===== config.mk =====
export PLATFORM = sky130hd
export DESIGN_NAME = instr_fetch
export DESIGN_NICKNAME = d
export VERILOG_FILES = /design/src/rtl/cpu_pkg.sv /design/src/rtl/instr_fetch.sv
export SDC_FILE = /design/constraint.sdc
export NUM_CORES = 1
export LEC_CHECK = 0
export CORE_MARGIN = 4
export CORE_UTILIZATION = 45
export CTS_CLUSTER_SIZE = 28
export DETAILED_ROUTE_END_ITERATION = 7
export PLACE_DENSITY_LB_ADDON = 0.25
export SKIP_LAST_GASP = 1
export SYNTH_ARGS = -nofsm -noshare
export SYNTH_HDL_FRONTEND = slang
export SYNTH_SLANG_ARGS = --single-unit

===== constraint.sdc =====
create_clock -name clk -period 3.95 [get_ports clk]
set_clock_uncertainty 0.15 [all_clocks]
set_input_delay 0.79 -clock clk [delete_from_list [all_inputs] [get_ports clk]]
set_output_delay 0.79 -clock clk [all_outputs]
set_load 0.005 [all_outputs]

===== src/rtl/cpu_pkg.sv =====
`default_nettype none
// ============================================================================
// Module      : cpu_pkg
// Description : Shared opcode constants, fetch state encoding and the
//               instruction length lookup used by fetch and decode.
// Revision    : 1.0 - initial release
// ============================================================================
package cpu_pkg;

    localparam logic [7:0] OP_LDA_IMM = 8'hA9;
    localparam logic [7:0] OP_ADD_IMM = 8'h01;
    localparam logic [7:0] OP_JMP_ABS = 8'h4C;

    typedef enum logic [1:0] {
        S_OP   = 2'd0,
        S_LO   = 2'd1,
        S_HI   = 2'd2,
        S_HOLD = 2'd3
    } fetch_state_t;

    // Unknown opcodes are treated as single-byte so the stream never stalls.
    function automatic logic [1:0] instr_len(input logic [7:0] opcode);
        logic [1:0] len;
        case (opcode)
            OP_LDA_IMM, OP_ADD_IMM: len = 2'd2;
            OP_JMP_ABS:             len = 2'd3;
            default:                len = 2'd1;
        endcase
        return len;
    endfunction

    function automatic logic opcode_legal(input logic [7:0] opcode);
        return (opcode == OP_LDA_IMM) || (opcode == OP_ADD_IMM) || (opcode == OP_JMP_ABS);
    endfunction

endpackage
`default_nettype wire


===== src/rtl/instr_fetch.sv =====
`default_nettype none
// ============================================================================
// Module      : instr_fetch
// Description : Byte-serial instruction fetch; assembles 1-3 byte
//               instructions from program_rom and hands them to decode.
// Revision    : 1.0 - initial release
// ============================================================================
module instr_fetch
    import cpu_pkg::*;
#(
    parameter logic [15:0] RESET_PC = 16'h0000
) (
    input  logic        clk,
    input  logic        rst,
    output logic [15:0] rom_addr,
    input  logic [7:0]  rom_data,
    output logic        instr_valid,
    input  logic        instr_ready,
    output logic [7:0]  instr_opcode,
    output logic [15:0] instr_operand,
    output logic [15:0] instr_pc,
    output logic        instr_illegal,
    input  logic        redirect_valid,
    input  logic [15:0] redirect_addr
);

    fetch_state_t r_state;
    logic [15:0]  r_pc;
    logic         r_valid;
    logic [7:0]   r_opcode;
    logic [15:0]  r_operand;
    logic [15:0]  r_instr_pc;
    logic         r_illegal;

    logic [1:0]   w_len_new;
    logic [1:0]   w_len_cur;
    logic [15:0]  w_pc_inc;

    assign w_len_new = instr_len(rom_data);
    assign w_len_cur = instr_len(r_opcode);
    assign w_pc_inc  = r_pc + 16'd1;

    always_ff @(posedge clk) begin
        if (rst) begin
            r_state    <= S_OP;
            r_pc       <= RESET_PC;
            r_valid    <= 1'b0;
            r_opcode   <= 8'h00;
            r_operand  <= 16'h0000;
            r_instr_pc <= 16'h0000;
            r_illegal  <= 1'b0;
        end else if (redirect_valid) begin
            // A transfer in this same cycle has already been consumed downstream.
            r_state <= S_OP;
            r_pc    <= redirect_addr;
            r_valid <= 1'b0;
        end else begin
            case (r_state)
                S_OP: begin
                    r_opcode   <= rom_data;
                    r_operand  <= 16'h0000;
                    r_instr_pc <= r_pc;
                    r_illegal  <= ~opcode_legal(rom_data);
                    r_pc       <= w_pc_inc;
                    if (w_len_new == 2'd1) begin
                        r_state <= S_HOLD;
                        r_valid <= 1'b1;
                    end else begin
                        r_state <= S_LO;
                    end
                end
                S_LO: begin
                    r_operand <= {8'h00, rom_data};
                    r_pc      <= w_pc_inc;
                    if (w_len_cur == 2'd3) begin
                        r_state <= S_HI;
                    end else begin
                        r_state <= S_HOLD;
                        r_valid <= 1'b1;
                    end
                end
                S_HI: begin
                    r_operand[15:8] <= rom_data;
                    r_pc            <= w_pc_inc;
                    r_state         <= S_HOLD;
                    r_valid         <= 1'b1;
                end
                S_HOLD: begin
                    if (instr_ready) begin
                        r_state <= S_OP;
                        r_valid <= 1'b0;
                    end
                end
                default: begin
                    r_state <= S_OP;
                    r_valid <= 1'b0;
                end
            endcase
        end
    end

    assign rom_addr      = r_pc;
    assign instr_valid   = r_valid;
    assign instr_opcode  = r_opcode;
    assign instr_operand = r_operand;
    assign instr_pc      = r_instr_pc;
    assign instr_illegal = r_illegal;

endmodule
`default_nettype wire


==> impl_metrics.toml <==
[synth]
yosys.area_share.adder = 0.0338
syn_area_per_cell_um2 = 8.21
synth_top_family_by_area = "simple AND/OR/NAND/NOR gates"
xor_and_xnor_area_share_after_synthesis = 0.0338
synth-edff-count = 0
yosys_warnings = 0
post_synth_inst_count = 316
synth_compound_area_frac = 0.197
seq_cells_post_synth = 60
synth_seq_area_share = 0.463
asyncSetResetFlopFracSynth = 0
yosys.area_share.simple = 0.231
post_synth_mux_area_share = 0.00386
mappedNetlistNets = 351
netlist-cell-type-count = 42
cell_area_after_synthesis_mm2 = 0.00259
synth_ff_type = "dfxtp_1"

[layout]
antenna_cells = 0
area.growth.synth_to_final_pct = 42.4
post_route_cells_drive_above_1_share = 0.0571
finish.utilization = 0.666
design.final.nets = 433

[floorplan]
die_area_mm2 = 0.00704
std_cell_rows = 27
die_span_in_y_um = 83.9
top_level_ports = 86
core_area_mm2 = 0.00554
initial_core_util = 0.468
floorplan.die.width_um = 83.9

[clock_tree]
max-clock-path-buffers = 2
ctsRootBufferMaster = "clkbuf_8"
post_cts_buffers = 0
cts_buffers = 9
hold_buffer_count_at_cts = 0
cts_htree_levels = 3
clock_insertion_delay_worst_skew_ns = 0.34
clkSlewWorstSetupHoldPaths_ns = 0.07
ctsResizeCount = 0
cts_tree = "built"
cts.sinks = 60

[timing]
final_hold_viol_count = 0
timing.max_slew.rel_slack = 0.310
max_clock_freq_mhz = 385
max_slew.worst_pin.slew_ns = 1.04
setup_repair_after_global_routing_missed_its_margin = "false"
setup_viol = 0
final_period_minus_worst_setup_slack_ns = 2.60
final.period_utilization = 0.658
fin_hold_ws_ns = 0.305
drv_slew = 0
timing.setup.tns_ns = 0

[min_path]
min_path_cells = 2
hold_end = "instr_valid$_SDFFE_PP0P_"
worstHoldStart = "instr_valid$_SDFFE_PP0P_"
hold_class = "reg -> reg"

[grt]
grt_first_pass_wirelength_mm = 11.7
global_route.overflow_total = 0
antenna_found_initial = 0
all_layer_global_routing_usage = 0.206
grt_start_max_net_pins = 60
first_global_vias = 2400

[setup_path]
cpPeakStageDelay_ns = 0.55
cp.arrival_ns = 2.62
path_class = "in -> reg"
timing.rr.start = "r_state[1]$_SDFFE_PP0P_"
critical_path_cell_sequence = "clkdlybuf4s50_1 -> buf_4 -> inv_1 -> buf_4 -> nand2_1 -> nand2_1 -> a21oi_1"
startpoint = "redirect_valid"
crit-reg2reg-capture = "rom_addr[9]$_SDFFE_PP0P_"
required_time_at_the_worst_slack_endpoint_ns = 3.97
cp_top_family = "buffers and inverters"
endpoint_kind = "register"
r2r_cells = 5
cp.depth = 7
reg2reg_slack_ns = 1.82
startpoint_type = "primary input"
worstPathMaxFanout = 30
cp.buffers_inverters = 4
crit_path_top_delay_cell = "nand2_1"

[power_and_ir_drop]
p_per_cell_area_mw_per_mm2 = 390
sw_frac_of_total = 0.266
power.static_leakage_nw = 1.31
peak_vdd_ir_v = 0.000315
power.combinational.fraction = 0.148
clockPowerShare = 0.384
power.share.sequential = 0.468
internal_power_w = 0.00106
switching_power_w = 0.000383

[drt]
first_pass_iters = 4
drc_errors = 0
avgViaCountPerCell = 5.49
wire_length_reported_by_the_detailed_router_mm = 7.33
detail_route.wl_per_cell_um = 15.4
via_count_of_the_routed_design = 2608
drt-initial-drc-count = 177
drtAntennaViolNets = 0

[status]
result_of_the_run = "complete, no violations"

[flow_run]
maxCapViolations = 0

[place]
dpl.hpwl_mm = 5.22
io_buffer_count = 85
place_congestion = 0.835
-- area by class of cell --
cell class / count / area (µm²)
clock inverter: 6 / 63.8
multi-input combinational: 230 / 1300
timing repair buffer: 88 / 868
clock buffer: 10 / 138
fill: 480 / 1850
sequential: 60 / 1200
tap: 72 / 90.1
inverter: 9 / 33.8
-- worst max-delay path by stage --
| stage | to | slack (ns) |
|---|---|---|
| 6_report | instr_pc[9]$_SDFFE_PP0P_ | 1.35 |
| 5_1_grt | instr_opcode[3]$_SDFFE_PP0P_ | 1.19 |
| 4_1_cts | instr_opcode[7]$_SDFFE_PP0P_ | 1.35 |
| 3_5_place_dp | instr_opcode[7]$_SDFFE_PP0P_ | 1.01 |
| 3_3_place_gp | instr_opcode[3]$_SDFFE_PP0P_ | 1.06 |
| 2_1_floorplan | rom_addr[3]$_SDFFE_PP0P_ | 1.86 |
-- power by group through the flow --
stage	combinational [W]	clock, W	sequential, W
2_1_floorplan	0.0000944	0	0.000679
3_3_place_gp	0.000208	0	0.000684
3_5_place_dp	0.000213	0	0.000685
4_1_cts	0.000214	0.000560	0.000671
5_1_grt	0.000232	0.000591	0.000677
6_report	0.000213	0.000553	0.000673
-- metal layers --
| layer | vias to the layer above | wire, µm | GRT usage |
|---|---|---|---|
| met5 | - | 0 | 0 |
| met1 | 1220 | 3190 | 0.270 |
| met4 | 0 | 212 | 0.104 |
| met3 | 21 | 405 | 0.0484 |
| li1 | 1278 | - | - |
| met2 | 89 | 3520 | 0.317 |
-- flip-flops by register name, summed over array words and instances (netlist names) --
signal,cells
instr_valid,1
instr_illegal,1
r_state,2
instr_pc,16
rom_addr,16
instr_opcode,8
instr_operand,16
-- cell families after synthesis --
family	Yosys count
simple gates	130
compound gates	82
flops	60
buf+inv	26
xor+xnor	10
fa+ha+maj	7
mux	1
-- worst register-to-register path, delay by kind of cell (launching register included) --
family,cells,cell delay [ns]
AO/OA/AOI/OAI,1,0.26
adder cells (fa/ha/maj),1,0.30
flip-flops,1,0.36
AND/OR/NAND/NOR,3,0.96
-- Yosys cell counts (2+ instances only) --
library cell  count  area (µm²)
a21boi_0          2        15.0
xor2_1            5        43.8
o21ai_0          13        65.1
a311oi_1          4        35.0
dfxtp_1          60        1200
ha_1              7        87.6
nor2_1           30         113
a2111oi_0         2        17.5
and3_1            3        18.8
buf_1             5        18.8
or3_1             3        18.8
a21oi_1          34         170
nand3_1          12        60.1
nand4_1           5        31.3
a41o_1            2        20.0
nor3_1            2        10.0
and4_1            3        26.3
inv_1             9        33.8
nor4_1            2        12.5
a22oi_1           8        60.1
clkbuf_1         12        45.0
xnor2_1           5        43.8
a211oi_1         10        75.1
nor2b_1           3        18.8
nand2_1          58         218
-- layout by cell type, fill, tap and decap left out, types with 5 or more instances in the layout --
master,synthesis,final
nand4_1,5,5
clkbuf_8,0,10
nor2_1,30,30
o21ai_0,13,13
ha_1,7,7
nand3_1,12,12
clkdlybuf4s50_1,0,84
xnor2_1,5,5
a21oi_1,34,34
a22oi_1,8,8
a211oi_1,10,10
dfxtp_1,60,60
inv_1,9,9
nand2_1,58,58
xor2_1,5,5
-- stage by stage --
stage	setup slack, ns	power [W]	area [µm²]	instances
4_1_cts	1.35	0.00144	3690	475
3_3_place_gp	1.06	0.000893	3490	459
6_report	1.35	0.00144	3690	475
2_1_floorplan	1.86	0.000774	2590	316
3_5_place_dp	1.01	0.000897	3490	459
5_1_grt	1.19	0.00150	3690	475
No activity file was read; power rests on OpenSTA's default activity.
